File: config.mk
export PLATFORM = sky130hd
export DESIGN_NAME = adder_arbiter
export DESIGN_NICKNAME = d
export VERILOG_FILES = /design/src/rtl/adder_arb_pkg.sv /design/src/rtl/adder_arbiter_rr_arbiter.sv /design/src/rtl/adder_arbiter.sv
export SDC_FILE = /design/constraint.sdc
export NUM_CORES = 1
export LEC_CHECK = 0
export ABC_AREA = 0
export CAP_MARGIN = 20
export CORE_AREA = 2 2 64 66
export CTS_CLUSTER_DIAMETER = 60
export DETAILED_ROUTE_END_ITERATION = 10
export DIE_AREA = 0 0 66 68
export GPL_ROUTABILITY_DRIVEN = 0
export HOLD_SLACK_MARGIN = 0.02
export PLACE_DENSITY = 0.81
export SYNTH_ARGS = -nofsm -noshare
export SYNTH_HDL_FRONTEND = slang
export SYNTH_HIERARCHICAL = 1
export SYNTH_SLANG_ARGS = --single-unit
File: constraint.sdc
create_clock -name clk -period 3.8 [get_ports clk]
set_input_delay 0.76 -clock clk [delete_from_list [all_inputs] [get_ports clk]]
set_output_delay 0.76 -clock clk [all_outputs]
set_load 0.01 [all_outputs]
File: src/rtl/adder_arb_pkg.sv
// Shared definitions for the adder_arbiter block: default sizes, the
// requester-ID width helper and the operand-pair record.
package adder_arb_pkg;

    localparam int ADDER_ARB_W    = 8;
    localparam int ADDER_ARB_NREQ = 4;

    // Width of a requester index; a single requester still gets one bit.
    function automatic int idw_f(input int n);
        return ($clog2(n) < 1) ? 1 : $clog2(n);
    endfunction

    typedef struct packed {
        logic [ADDER_ARB_W-1:0] a;
        logic [ADDER_ARB_W-1:0] b;
    } operand_pair_t;

endpackage

File: src/rtl/adder_arbiter_rr_arbiter.sv
// Round-robin grant selection: searches req_i starting at ptr_i and
// wrapping mod NREQ; the first requester found wins. grant_o is one-hot
// only when en_i is high, winner_o/found_o report the search regardless.
module rr_arbiter
    import adder_arb_pkg::*;
#(
    parameter  int NREQ = ADDER_ARB_NREQ,
    localparam int IDW  = idw_f(NREQ)
) (
    input  logic [NREQ-1:0] req_i,
    input  logic [IDW-1:0]  ptr_i,
    input  logic            en_i,
    output logic [NREQ-1:0] grant_o,
    output logic [IDW-1:0]  winner_o,
    output logic            found_o
);

    // cand_idx[k] is the requester examined k-th in the search order.
    logic [IDW-1:0]  cand_idx [NREQ];
    logic [NREQ-1:0] cand_req;

    generate
        for (genvar gi = 0; gi < NREQ; gi++) begin : g_cand
            assign cand_idx[gi] = (int'(ptr_i) + gi >= NREQ) ?
                                  IDW'(int'(ptr_i) + gi - NREQ) :
                                  IDW'(int'(ptr_i) + gi);
            assign cand_req[gi] = req_i[cand_idx[gi]];
        end
    endgenerate

    // Priority pick over the rotated order; scanning downwards lets the
    // earliest candidate overwrite later ones.
    always_comb begin
        found_o  = 1'b0;
        winner_o = '0;
        for (int k = NREQ - 1; k >= 0; k--) begin
            if (cand_req[k]) begin
                found_o  = 1'b1;
                winner_o = cand_idx[k];
            end
        end
    end

    assign grant_o = (found_o && en_i) ?
                     ({{(NREQ-1){1'b0}}, 1'b1} << winner_o) : '0;

endmodule

File: src/rtl/adder_arbiter.sv
// adder_arbiter: shares one W-bit adder among NREQ valid/ready requesters
// with round-robin arbitration and a registered, ID-tagged response.
// Optional feature macro: ADDER_ARB_CARRY_EN adds the rsp_carry port and
// widens the adder by one bit so the carry is registered with the sum.
module adder_arbiter
    import adder_arb_pkg::*;
#(
    parameter  int NREQ = ADDER_ARB_NREQ,
    parameter  int W    = ADDER_ARB_W,
    localparam int IDW  = idw_f(NREQ)
) (
    input  logic              clk,
    input  logic              rst,
    input  logic [NREQ-1:0]   req_valid,
    output logic [NREQ-1:0]   req_ready,
    input  logic [NREQ*W-1:0] req_a,
    input  logic [NREQ*W-1:0] req_b,
    output logic              rsp_valid,
    input  logic              rsp_ready,
    output logic [W-1:0]      rsp_sum,
`ifdef ADDER_ARB_CARRY_EN
    output logic              rsp_carry,
`endif
    output logic [IDW-1:0]    rsp_id
);

    logic            rsp_valid_q, rsp_valid_d;
    logic [W-1:0]    rsp_sum_q,   rsp_sum_d;
    logic [IDW-1:0]  rsp_id_q,    rsp_id_d;
    logic [IDW-1:0]  ptr_q,       ptr_d;
`ifdef ADDER_ARB_CARRY_EN
    logic            rsp_carry_q, rsp_carry_d;
`endif

    logic            can_accept;
    logic            found;
    logic            xfer;
    logic [IDW-1:0]  winner;
    logic [W-1:0]    a_mux;
    logic [W-1:0]    b_mux;

    // The result register can take a new sum if it is empty or draining.
    assign can_accept = !rsp_valid_q || rsp_ready;

    rr_arbiter #(
        .NREQ (NREQ)
    ) u_rr_arbiter (
        .req_i    (req_valid),
        .ptr_i    (ptr_q),
        .en_i     (can_accept),
        .grant_o  (req_ready),
        .winner_o (winner),
        .found_o  (found)
    );

    assign xfer  = found && can_accept;

    // Operands of the winning requester feed the one shared adder.
    assign a_mux = req_a[int'(winner)*W +: W];
    assign b_mux = req_b[int'(winner)*W +: W];

`ifdef ADDER_ARB_CARRY_EN
    logic [W:0] add_res;
    assign add_res = {1'b0, a_mux} + {1'b0, b_mux};
`else
    logic [W-1:0] add_res;
    assign add_res = a_mux + b_mux;
`endif

    // Next-state: load on transfer, otherwise drain or hold the response.
    always_comb begin
        rsp_valid_d = rsp_valid_q;
        rsp_sum_d   = rsp_sum_q;
        rsp_id_d    = rsp_id_q;
        ptr_d       = ptr_q;
`ifdef ADDER_ARB_CARRY_EN
        rsp_carry_d = rsp_carry_q;
`endif
        if (xfer) begin
            rsp_valid_d = 1'b1;
            rsp_sum_d   = add_res[W-1:0];
            rsp_id_d    = winner;
            ptr_d       = (winner == IDW'(NREQ - 1)) ? '0 : winner + 1'b1;
`ifdef ADDER_ARB_CARRY_EN
            rsp_carry_d = add_res[W];
`endif
        end else if (rsp_ready) begin
            rsp_valid_d = 1'b0;
        end
    end

    // Response register and round-robin pointer; reset clears them at once.
    always_ff @(posedge clk or posedge rst) begin
        if (rst) begin
            rsp_valid_q <= 1'b0;
            rsp_sum_q   <= '0;
            rsp_id_q    <= '0;
            ptr_q       <= '0;
`ifdef ADDER_ARB_CARRY_EN
            rsp_carry_q <= 1'b0;
`endif
        end else begin
            rsp_valid_q <= rsp_valid_d;
            rsp_sum_q   <= rsp_sum_d;
            rsp_id_q    <= rsp_id_d;
            ptr_q       <= ptr_d;
`ifdef ADDER_ARB_CARRY_EN
            rsp_carry_q <= rsp_carry_d;
`endif
        end
    end

    assign rsp_valid = rsp_valid_q;
    assign rsp_sum   = rsp_sum_q;
    assign rsp_id    = rsp_id_q;
`ifdef ADDER_ARB_CARRY_EN
    assign rsp_carry = rsp_carry_q;
`endif

endmodule

======== After elaboration in Yosys (flattened, before gate mapping) ========
Cells that the tools add are included.
storage, ports and cells
  bits of input ports ..................... 71
  output and inout bits ................... 15
  logic and storage cells ................. 53
  register bits ........................... 13
operators by class
  shifts and indexed selects .............. 3
  add/sub/neg operators ................... 9
  multiplexer cells ....................... 24
  reductions and logical operators ........ 4
  order comparisons ....................... 8
  equal/unequal tests ..................... 1
operators with widths
  cell                 count
  $shiftx 32x6->8      2
  $mux 2               9
  $lt 2x3->1 const B   4
  $mux 1               10
  $ge 3x3->1 const B   3
  $add 8x8->8          1
  $bmux 1 s2           4
  $sub 2x1->2 const B  4
  $add 2x2->3 const B  2
  $mux 4               1
  $shl 1x2->4 const A  1
  $add 2x1->3 const B  1
  $ge 2x3->1 const B   1
  $add 2x1->2 const B  1
  $eq 2x2->1 const B   1
  $reduce_bool 2->1    1
  $logic_and 1x1->1    1
  $logic_not 1->1      1
  $logic_or 1x1->1     1

======== Longest topological paths before layout ========
Gate-level depths: netlist (run 1).
  depth in word-level cells ............... 11
  mapped depth ............................ 14
  depth with buffers taken out ............ 12

======== Modules after synthesis ========
The synthesis (run 1) kept the hierarchy.
modules (own cells, without submodules)
  module         times used  area an instance (µm²)  sequential area each (µm²)  cells each
  adder_arbiter  1           1184.9                  325.3                       99
  rr_arbiter     1           131.4                   0.0                         17

======== Least setup slack after synthesis (run 1) ========
No wires, ideal clock.
  path type ............................... input -> register
  start point ............................. input port req_valid[2]
  end point ............................... register rsp_sum_q[6], in the netlist rsp_sum[6]
  data arrival time ....................... 3.429 ns
  path slack .............................. 0.302 ns
  required time ........................... 3.731 ns
  cell stages on the path ................. 14
  path buffers ............................ 2
  cell sequence ........................... mux2i_1 nor2_1 nor3_4 buf_4 buf_4 mux4_2 ha_1 inv_1 fa_1 nor2b_4 o21ai_2 a21boi_1 or4_1 nand3_1
between the ends
  word-level cells in the longest chain between the ends .. 8
RTL lines
  item                                line                                      RTL
  from (decl)                         adder_arbiter.sv:14                       input logic [NREQ-1:0] req_valid,
  $bmux 1 s2                          adder_arbiter_rr_arbiter.sv:27            assign cand_req[gi] = req_i[cand_idx[gi]];
  $mux 1 (implied by the code)        adder_arbiter_rr_arbiter.sv:27
  $mux 2 (3 in series)                adder_arbiter_rr_arbiter.sv:37            if (cand_req[k]) begin
  $mux 2 (*)                          adder_arbiter_rr_arbiter.sv:37
  via winner[0]                       adder_arbiter.sv:38                       logic [IDW-1:0] winner;
  $shiftx 32x6->8 (on tied branches)  adder_arbiter.sv:59, adder_arbiter.sv:60
  $add 8x8->8 (*)                     adder_arbiter.sv:67                       assign add_res = a_mux + b_mux;
  to (signal assigned)                adder_arbiter.sv:104                      rsp_sum_q <= rsp_sum_d;
  to (decl)                           adder_arbiter.sv:28                       logic [W-1:0] rsp_sum_q, rsp_sum_d;
Mark *: on every way through the listed nets, which the timed path passes. The rest lies on a longest branch. The select of a mux whose other input is x is not followed.
A chain may end at the register's enable or synchronous reset.

======== Worst setup path in the final report (run 1) ========
  start point ............................. input port req_valid[0]
  end point ............................... register rsp_sum_q[6], in the netlist rsp_sum[6]
The elaborated chain is that of the path after synthesis.

==> metrics.md, run 1 <==
| Metric | Value |
|---|---|
| WHS | `0.479 ns` |
| Finish-stage setup viols | `0` |
| DP Area | `0.00227 mm2` |
| Post-Synth Adder-Cell Area | `9.13%` |
| Post-CTS setup buffer count | `0` |
| Post-Route Utilization | `60.2%` |
| DIE HEIGHT | `68 um` |
| Area growth from synthesis to layout | `76.2%` |
| Worst hold path depth | `2` |
| Core ar. | `0.00386 mm2` |
| Post-synth top area share | `25.7%` |
| Resize count post-CTS | `0` |
| Clock skew | `about 0.0014 ns` |
| Dpl hpwl | `about 2800 um` |
| Final ANT Viol Nets | `0` |
| Asr flop ratio synth | `100%` |
| Critical path startpoint category | `primary input` |
| Biggest area consumer among synthesized cells | `mux4_2` |
| Post-route cell area | `roughly 0.0023 mm2` |
| Arrival @ worst endpoint | `3.73 ns` |
| Htree depth | `1` |
| Fin crit period | `3.55 ns` |
| Outcome | `complete, no violations` |
| Die area | `0.00449 mm2` |
| Post-synth EDFFs | `0` |
| CTS Buf Count | `3` |
| Synth warn | `6` |
| R2R cell count | `13` |
| WP data required | `~4.0 ns` |
| Vias per cell | `5.01` |
| Chip Width | `approximately 66 um` |
| Root buffer selected by CTS | `clkbuf_8` |
| Multiplexer area fraction after synthesis | `29.8%` |
| Final Cycle Share | `93.4%` |
| Synth Cell Area | `0.00132 mm2` |
| NumNets Final | `287` |
| Power density cells | `about 600 mW/mm2` |
| Power consumption | `~1400 uW` |
| First-pass GRT wire length | `5240 um` |
| Finished Layout Cells | `between 200 and 300` |
| Largest net degree at the start of global routing | `22` |
| Crit path max fanout | `4` |
| Worst-Skew Late Latency | `about 0.25 ns` |
| Iter 0 DRT Violations | `27` |
| Max-Cap Viols | `0` |
| Initial Util | `34.1%` |
| Worst-Margin Slew | `about 0.47 ns` |
| GRT Overall Usage | `15.3%` |
| RSZ-0062 raised after global routing | `false` |
| Seq cells post-synth | `13` |
| Fillers | `338` |
| P_leak | `0.000914 uW` |
| IO Port Bufs | `85` |
| Synth Net Count | `196` |
| Drt first pass iters | `4` |
| Mapped Cells | `116` |
| CTS tree | `yes` |
| Yosys cell types | `37` |
| WL final | `3250 um` |
| Worst stage delay on the critical path | `0.50 ns` |
| Clock transition at path regs | `0.05 ns` |
| Max Clock Freq | `0.282 GHz` |
| Slew Limit Headroom | `68.5%` |
| Total gr overflow | `0` |
| Max-slew violation count | `0` |
| Seq/Total Area, Yosys | `between 20% and 30%` |
| WL per Instance | `12.7 um` |
| Avg Inst Size Synth | `around 11 um2` |
| Simple-Gate Fraction of Synth Area | `16.3%` |
| Antenna cell count | `0` |
| Setup CP Type | `primary input to flop` |
| Largest family of logic cells by synthesized area | `multiplexers` |
| Longest Clk Path Bufs | `2` |
| Synth top area cells | `mux4_2 26%, dfrtp_1 25%, ha_1 7.6%, xnor2_1 4.0%, mux2_2 3.4%` |
| Cell Chain, Critical Path | `clkdlybuf4s50_1, mux2i_1, nor2_1, nor3_4, buf_4, mux4_2, ha_1, inv_1, fa_1, nor2b_4, o21ai_2, a21boi_1, or4_1, nand3_1` |
| Complex-gate fraction of the synthesized area | `10.6%` |
| Placed cells | `252` |
| Number of I/O pins | `86` |
| Initial antenna violation count | `0` |
| Clock sinks | `13` |
| Crit. End Element | `flop` |
| Hold Path Class | `flop to flop` |
| CP max stage cell | `mux4_2` |
| XOR/XNOR Fraction of Synth Area | `5.32%` |
| Vias in the first global route | `1247` |
| Post-CTS Hold Buffers | `0` |
| Fraction of layout cells with a size suffix above 1 | `between 10% and 20%` |
| DR vias | `1283` |
| Post-synth top flop | `dfrtp_1` |
| VDD IR-drop max | `0.273 mV` |
| Final hold vios | `0` |
| DR DRC count | `0` |
| Num rows | `23` |
## metrics by stage
step                setup TNS, ns  worst slack (ns)
global route                    0            0.0850
finish                          0             0.251
detailed placement        -0.0204           -0.0204
global placement                0            0.0540
floorplan                       0             0.302
CTS                             0             0.229
## critical path, delay by kind of cell
family	cells	cell delay [ns]
simple gates	5	0.91
compound gates	2	0.21
buf+inv	3	0.72
mux	2	0.65
fa+ha+maj	2	0.47
## routing by layer
layer	GRT usage, %	up-vias	share of wire [%]
met3	0.987	7	4.7
met5	0	-	0
li1	-	624	-
met1	18.6	596	40
met2	27.4	56	53
met4	8.42	0	2.9
## cells by family after synthesis
group,count (synthesis)
XOR/XNOR,8
multiplexers,20
flip-flops,13
adder cells (fa/ha/maj),9
buffers and inverters,12
AO/OA/AOI/OAI,21
AND/OR/NAND/NOR,33
## placed cells by master, fill, tap and decap left out, types with 3 or more instances in the layout
master           Yosys  layout
inv_1                6       6
ha_1                 8       8
dfrtp_1             13      13
nor3b_1              4       4
o21ai_0              6       6
mux4_2              15      15
nand2_1             12      12
clkdlybuf4s50_1      0      85
a21oi_1              5       5
mux2_2               4       4
clkbuf_8             0       3
xnor2_1              6       6
buf_4                2       5
## state kept, by name, summed over array words and instances (netlist names)
signal,count
ptr_q,2
rsp_valid,1
rsp_sum,8
rsp_id,2
## power breakdown
| group | internal [uW] | switching, uW |
|---|---|---|
| logic | 575 | 418 |
| registers | 204 | 40.3 |
| clock network | 74.2 | 50.0 |
## Yosys cell counts, drive strengths merged, types with 2 or more instances
cell / n
mux2: 4
o31ai: 2
o21ai: 7
ha: 8
xor2: 2
a21oi: 5
mux4: 15
nor3b: 5
nand3: 2
or4: 2
xnor2: 6
a21o: 2
nor2: 2
nor3: 2
and4: 2
clkbuf: 2
inv: 6
nand2b: 2
buf: 4
nand2: 12
dfrtp: 13
## final timing paths
kind	startpoint	to	slack, ns
worst max-delay path	req_valid[0]	rsp_sum[6]	0.25
worst min-delay path	rsp_sum[1]	rsp_sum[1]	0.48
min in group asynchronous	rst	rsp_sum[5]	0.83
max in group asynchronous	rst	rsp_sum[2]	2.65
worst min register to register	rsp_sum[1]	rsp_sum[1]	0.48
worst max register to register	ptr_q[1]	rsp_sum[6]	0.74
## cell type report
| cell class | instances | area [um2] | share of cell area, % |
|---|---|---|---|
| inverters | 6 | 22.5 | 0.971 |
| flip-flops and latches | 13 | 325 | 14.0 |
| repair buffers | 92 | 928 | 40.0 |
| clock buffers | 4 | 45.0 | 1.94 |
| multi-input cells | 91 | 936 | 40.3 |
| well taps | 50 | 62.6 | 2.70 |
Power figures use the tool's default switching activity.
==> run 2, diff against run 1 <==
CORE_AREA = 2 2 63 65   (was 2 2 64 66)
CTS_BUF_LIST = sky130_fd_sc_hd__clkbuf_8   (was default)
DIE_AREA = 0 0 65 67   (was 0 0 66 68)
PLACE_DENSITY = 0.83   (was 0.81)
==> metrics.md, run 2 (synthesis results as in run 1) <==
| Metric | Value |
|---|---|
| Most frequent cells in the layout | `85 x clkdlybuf4s50_1, 15 x mux4_2, 13 x dfrtp_1` |
| Switch Pwr | `513 uW` |
| Worst stage delay on the critical path | `0.57 ns` |
| Final ANT Viol Nets | `0` |
| Crit path max fanout | `13` |
| Worst hold path depth | `2` |
| Number of I/O pins | `86` |
| Clock transition at path regs | `0.05 ns` |
| Final TNS setup | `0 ns` |
| Int Pwr | `849 uW` |
| Max-slew violation count | `0` |
| Arrival @ worst endpoint | `between 2 and 3 ns` |
| DR vias | `between 1000 and 1500` |
| Hold Path Class | `flop to flop` |
| Hold_sp | `rsp_sum[5]` |
| Max Clock Freq | `0.274 GHz` |
| Iter 0 DRT Violations | `43` |
| WL final | `3350 um` |
| CTS tree | `yes` |
| GRT Overall Usage | `16.6%` |
| Root buffer selected by CTS | `clkbuf_8` |
| NumNets Final | `285` |
| Outcome | `complete, no violations` |
| Slew Limit Headroom | `68.2%` |
| First-pass GRT wire length | `5640 um` |
| Post-CTS Hold Buffers | `0` |
| Worst-Skew Late Latency | `0.24 ns` |
| CTS Buf Count | `3` |
| Htree depth | `1` |
| Part of the power in the clock network | `8.8%` |
| Worst-Margin Slew | `0.476 ns` |
| Hold Path End | `rsp_sum[5]` |
| Combinational group share of total power | `73.1%` |
| Antenna cell count | `0` |
| Cell Chain, Critical Path | `clkdlybuf4s50_1, nor3b_1, nor3_4, buf_12, buf_4, nor3b_1, clkdlybuf4s50_1` |
| WL per Instance | `13.3 um` |
| Initial Util | `between 30% and 40%` |
| Post-route cell area | `0.00230 mm2` |
| Finish-stage setup viols | `0` |
| Final hold vios | `0` |
| Critical path startpoint category | `primary input` |
| Chip Width | `65 um` |
| Vias in the first global route | `1348` |
| Setup slack, reg-to-reg | `between 0.7 and 0.8 ns` |
| Longest Clk Path Bufs | `2` |
| R2R cell count | `13` |
| Power density cells | `591 mW/mm2` |
| WP data required | `3.04 ns` |
| Switching Share | `37.6%` |
| DIE HEIGHT | `67 um` |
| P_leak | `0.000908 uW` |
| VDD IR-drop max | `about 0.22 mV` |
| CP max stage cell | `clkdlybuf4s50_1` |
| Largest net degree at the start of global routing | `22` |
| DR DRC count | `0` |
| Crit. End Element | `output pin` |
| Area growth from synthesis to layout | `75.1%` |
| Dpl hpwl | `2940 um` |
| Die area | `between 0.004 and 0.005 mm2` |
| DP Area | `about 0.0023 mm2` |
| Fraction of layout cells with a size suffix above 1 | `17.6%` |
| Initial antenna violation count | `0` |
| Drt first pass iters | `3` |
| Vias per cell | `5.10` |
| IO Port Bufs | `85` |
| Setup CP Type | `primary input to output pin` |
| Max-Cap Viols | `0` |
| Total gr overflow | `0` |
| RSZ-0062 raised after global routing | `false` |
| Final Cycle Share | `96.0%` |
| Commonest non-fill, non-tap cell in the layout | `clkdlybuf4s50_1` |
| Fin crit period | `~3.6 ns` |
| Num rows | `22` |
| Power consumption | `1360 uW` |
| Core ar. | `0.00361 mm2` |
| Seq pwr share | `18.2%` |
| R2R Path Start | `ptr_q[1]` |
| Clock sinks | `13` |
| Largest register FFs | `8` |
| Clock skew | `between 0.0015 and 0.002 ns` |
| R2r endpoint | `rsp_sum[6]` |
-- run 2: cell type report --
cell class	instances	area (um2)
Clock buffer	3	41.3
Clock inverter	1	3.75
Fill cell	314	1300
Inverter	6	22.5
Multi-Input combinational cell	91	938
Sequential cell	13	325
Tap cell	48	60.1
Timing Repair Buffer	90	913
-- run 2: power by group through the flow --
stage                     logic [uW]  clock network [uW]  registers (uW)
final                            995                 120             247
after CTS                       1010                 120             248
after global placement           976                   0             248
after global routing            1080                 128             256
after floorplan                  620                   0             266
after detailed placement        1000                   0             251
-- run 2: worst max path at each step --
stage,startpoint,to,cells after the start,slack (ns)
2_1_floorplan,req_valid[2],rsp_sum[6],14,0.30
3_3_place_gp,req_valid[2],rsp_sum[6],14,0.03
3_5_place_dp,req_valid[2],rsp_sum[6],14,-0.04
4_1_cts,req_valid[2],req_ready[2],7,0.12
5_1_grt,req_valid[2],rsp_sum[6],14,0.01
6_report,req_valid[2],req_ready[2],7,0.15
-- run 2: metal layers --
metal	share of wire [%]	GRT usage [%]	up-vias
met3	5.2	2.03	4
met4	1.0	5.59	0
met1	38	18.5	609
met2	56	32.5	51
li1	-	-	622
met5	0	0	-
-- run 2: worst max-delay path, delay by kind of cell --
kind | cells | cell delay, ns
and+or+nand+nor | 3 | 0.67
buffers and inverters | 4 | 1.45
-- run 2: timing repair --
item	4_1_cts	5_1_grt
setup buffers	0	0
gates resized for setup	0	1
setup endpoints to repair	0	1
-- run 2: metrics by stage --
step	utilization, %	std cells	setup slack (ns)	hold slack [ns]
after floorplan	-	116	0.302	0.471
after global placement	62.6	248	0.0273	0.466
after detailed placement	62.6	248	-0.0419	0.473
after CTS	63.8	252	0.118	0.485
after global routing	63.9	252	0.0109	0.531
final	63.9	252	0.152	0.488
==> run 3, diff against run 2 <==
CELL_PAD_IN_SITES_DETAIL_PLACEMENT = 1   (was default)
CELL_PAD_IN_SITES_GLOBAL_PLACEMENT = 2   (was default)
CORE_AREA = 2 2 83 85   (was 2 2 63 65)
DIE_AREA = 0 0 85 87   (was 0 0 65 67)
clock period = 4 ns   (was 3.8 ns; I/O delays follow)
==> metrics.md, run 3 (synthesis results as in run 1) <==
| Metric | Value |
|---|---|
| Outcome | `complete, no violations` |
| Final Cycle Share | `a little over nine tenths` |
| WL final | `between 4000 and 5000 um` |
| Clock transition at path regs | `0.05 ns` |
| Dpl hpwl | `3430 um` |
| Slew Limit Headroom | `67.7%` |
| Fillers | `between 700 and 800` |
| DIE HEIGHT | `87 um` |
| Commonest non-fill, non-tap cell in the layout | `clkdlybuf4s50_1` |
| Crit path max fanout | `22` |
| DR WL met3 | `225 um` |
| Vias per cell | `roughly 4.6` |
| R2r endpoint | `rsp_sum[6]` |
| Post-route cell area | `0.00233 mm2` |
| Total gr overflow | `0` |
| Max-slew violation count | `0` |
| Final hold vios | `0` |
| WP data required | `4.18 ns` |
| Clock skew | `0.000991 ns` |
| Chip Width | `85 um` |
| DP Area | `0.00228 mm2` |
| IO Port Bufs | `85` |
| Critical path origin | `req_valid[2]` |
| Most frequent cells in the layout | `85 x clkdlybuf4s50_1, 15 x mux4_2, 13 x dfrtp_1` |
| Power density cells | `551 mW/mm2` |
| Critical path startpoint category | `primary input` |
| Crit. End Element | `flop` |
| Vias in the first global route | `1495` |
| Highest routed layer | `met4` |
| Hold Path Class | `flop to flop` |
| CTS Buf Count | `3` |
| Multi-input logic area | `936 um2` |
| Iter 0 DRT Violations | `42` |
| Finished Layout Cells | `282` |
| Final TNS setup | `0 ns` |
| Register area | `325 um2` |
| Power consumption | `1280 uW` |
| Number of I/O pins | `86` |
| Largest net degree at the start of global routing | `23` |
| Largest register FFs | `8` |
| Resize count post-CTS | `0` |
| Placed cells | `278` |
| Worst-Margin Slew | `0.483 ns` |
| First-pass GRT wire length | `6910 um` |
| Setup CP Type | `primary input to flop` |
| Clock sinks | `13` |
| Max-Cap Viols | `0` |
| R2R cell count | `13` |
| Met2 WL | `2190 um` |
| Initial Util | `20.0%` |
| Fin crit period | `~3.8 ns` |
| Met1 wire length | `roughly 1500 um` |
| Final ANT Viol Nets | `0` |
| Post-CTS Hold Buffers | `0` |
| Setup slack, reg-to-reg | `0.82 ns` |
| VDD IR-drop max | `0.137 mV` |
| Die area | `0.00740 mm2` |
| Htree depth | `1` |
| WL per Instance | `roughly 14 um` |
| CTS tree | `yes` |
| Post-Route Utilization | `roughly 35%` |
| Antenna cell count | `0` |
| Core ar. | `0.00657 mm2` |
| Worst-Skew Late Latency | `0.24 ns` |
| Arrival @ worst endpoint | `a little under 4 ns` |
| Area growth from synthesis to layout | `76.8%` |
| Fraction of layout cells with a size suffix above 1 | `16.3%` |
| Post-CTS setup buffer count | `0` |
| GRT Overall Usage | `11.8%` |
| Root buffer selected by CTS | `clkbuf_8` |
| Finish-stage setup viols | `0` |
| NumNets Final | `283` |
| Initial antenna violation count | `0` |
| Drt first pass iters | `2` |
| RSZ-0062 raised after global routing | `false` |
| Worst setup endpoint | `rsp_sum[6]` |
| P_leak | `0.000899 uW` |
| R2R Path Start | `ptr_q[1]` |
| Max Clock Freq | `0.267 GHz` |
| DR DRC count | `0` |
| Longest Clk Path Bufs | `2` |
| Num rows | `30` |
| DR vias | `~1300` |
-- run 3: cell type report --
cell class	count	area share (%)
multi-input cells	91	40.2
well taps	80	4.30
inverters	6	0.968
clock buffers	3	1.77
flip-flops and latches	13	14.0
clock inverters	1	0.161
repair buffers	88	38.6
-- run 3: per-layer routing --
metal  vias to the layer above  GRT usage (%)
li1                        615              -
met1                       619           13.2
met2                        55           21.7
met3                         7           2.27
met4                         0           4.91
met5                         -              0
-- run 3: critical path: stages --
cell             delay, ns
clkdlybuf4s50_1       0.49
mux2i_1               0.19
nor2_1                0.09
nor3_4                0.22
buf_12                0.22
mux4_2                0.51
ha_1                  0.24
inv_1                 0.07
fa_1                  0.25
nor2b_4               0.05
o21ai_2               0.12
a21boi_1              0.10
or4_1                 0.47
nand3_1               0.09
-- run 3: power by group --
| part | internal (uW) | switching (uW) | total (uW) |
|---|---|---|---|
| combinational | 528 | 409 | 937 |
| clock | 67.6 | 44.1 | 112 |
| sequential | 194 | 38.4 | 233 |
| total | 790 | 492 | 1280 |
-- run 3: stage by stage --
step | setup WS, ns | hold WS [ns]
3_5_place_dp | 0.0137 | 0.478
6_report | 0.248 | 0.482
3_3_place_gp | 0.110 | 0.463
2_1_floorplan | 0.462 | 0.471
5_1_grt | 0.0660 | 0.510
4_1_cts | 0.247 | 0.490
-- run 3: worst min path at each step --
stage | startpoint | endpoint | slack (ns) | cells past startpoint
2_1_floorplan | ptr_q[0] | ptr_q[0] | 0.47 | 2
3_3_place_gp | rsp_sum[5] | rsp_sum[5] | 0.46 | 2
3_5_place_dp | rsp_sum[2] | rsp_sum[2] | 0.48 | 2
5_1_grt | rsp_sum[5] | rsp_sum[5] | 0.51 | 2
6_report | rsp_sum[3] | rsp_sum[3] | 0.48 | 2
4_1_cts | rsp_sum[7] | rsp_sum[7] | 0.49 | 2
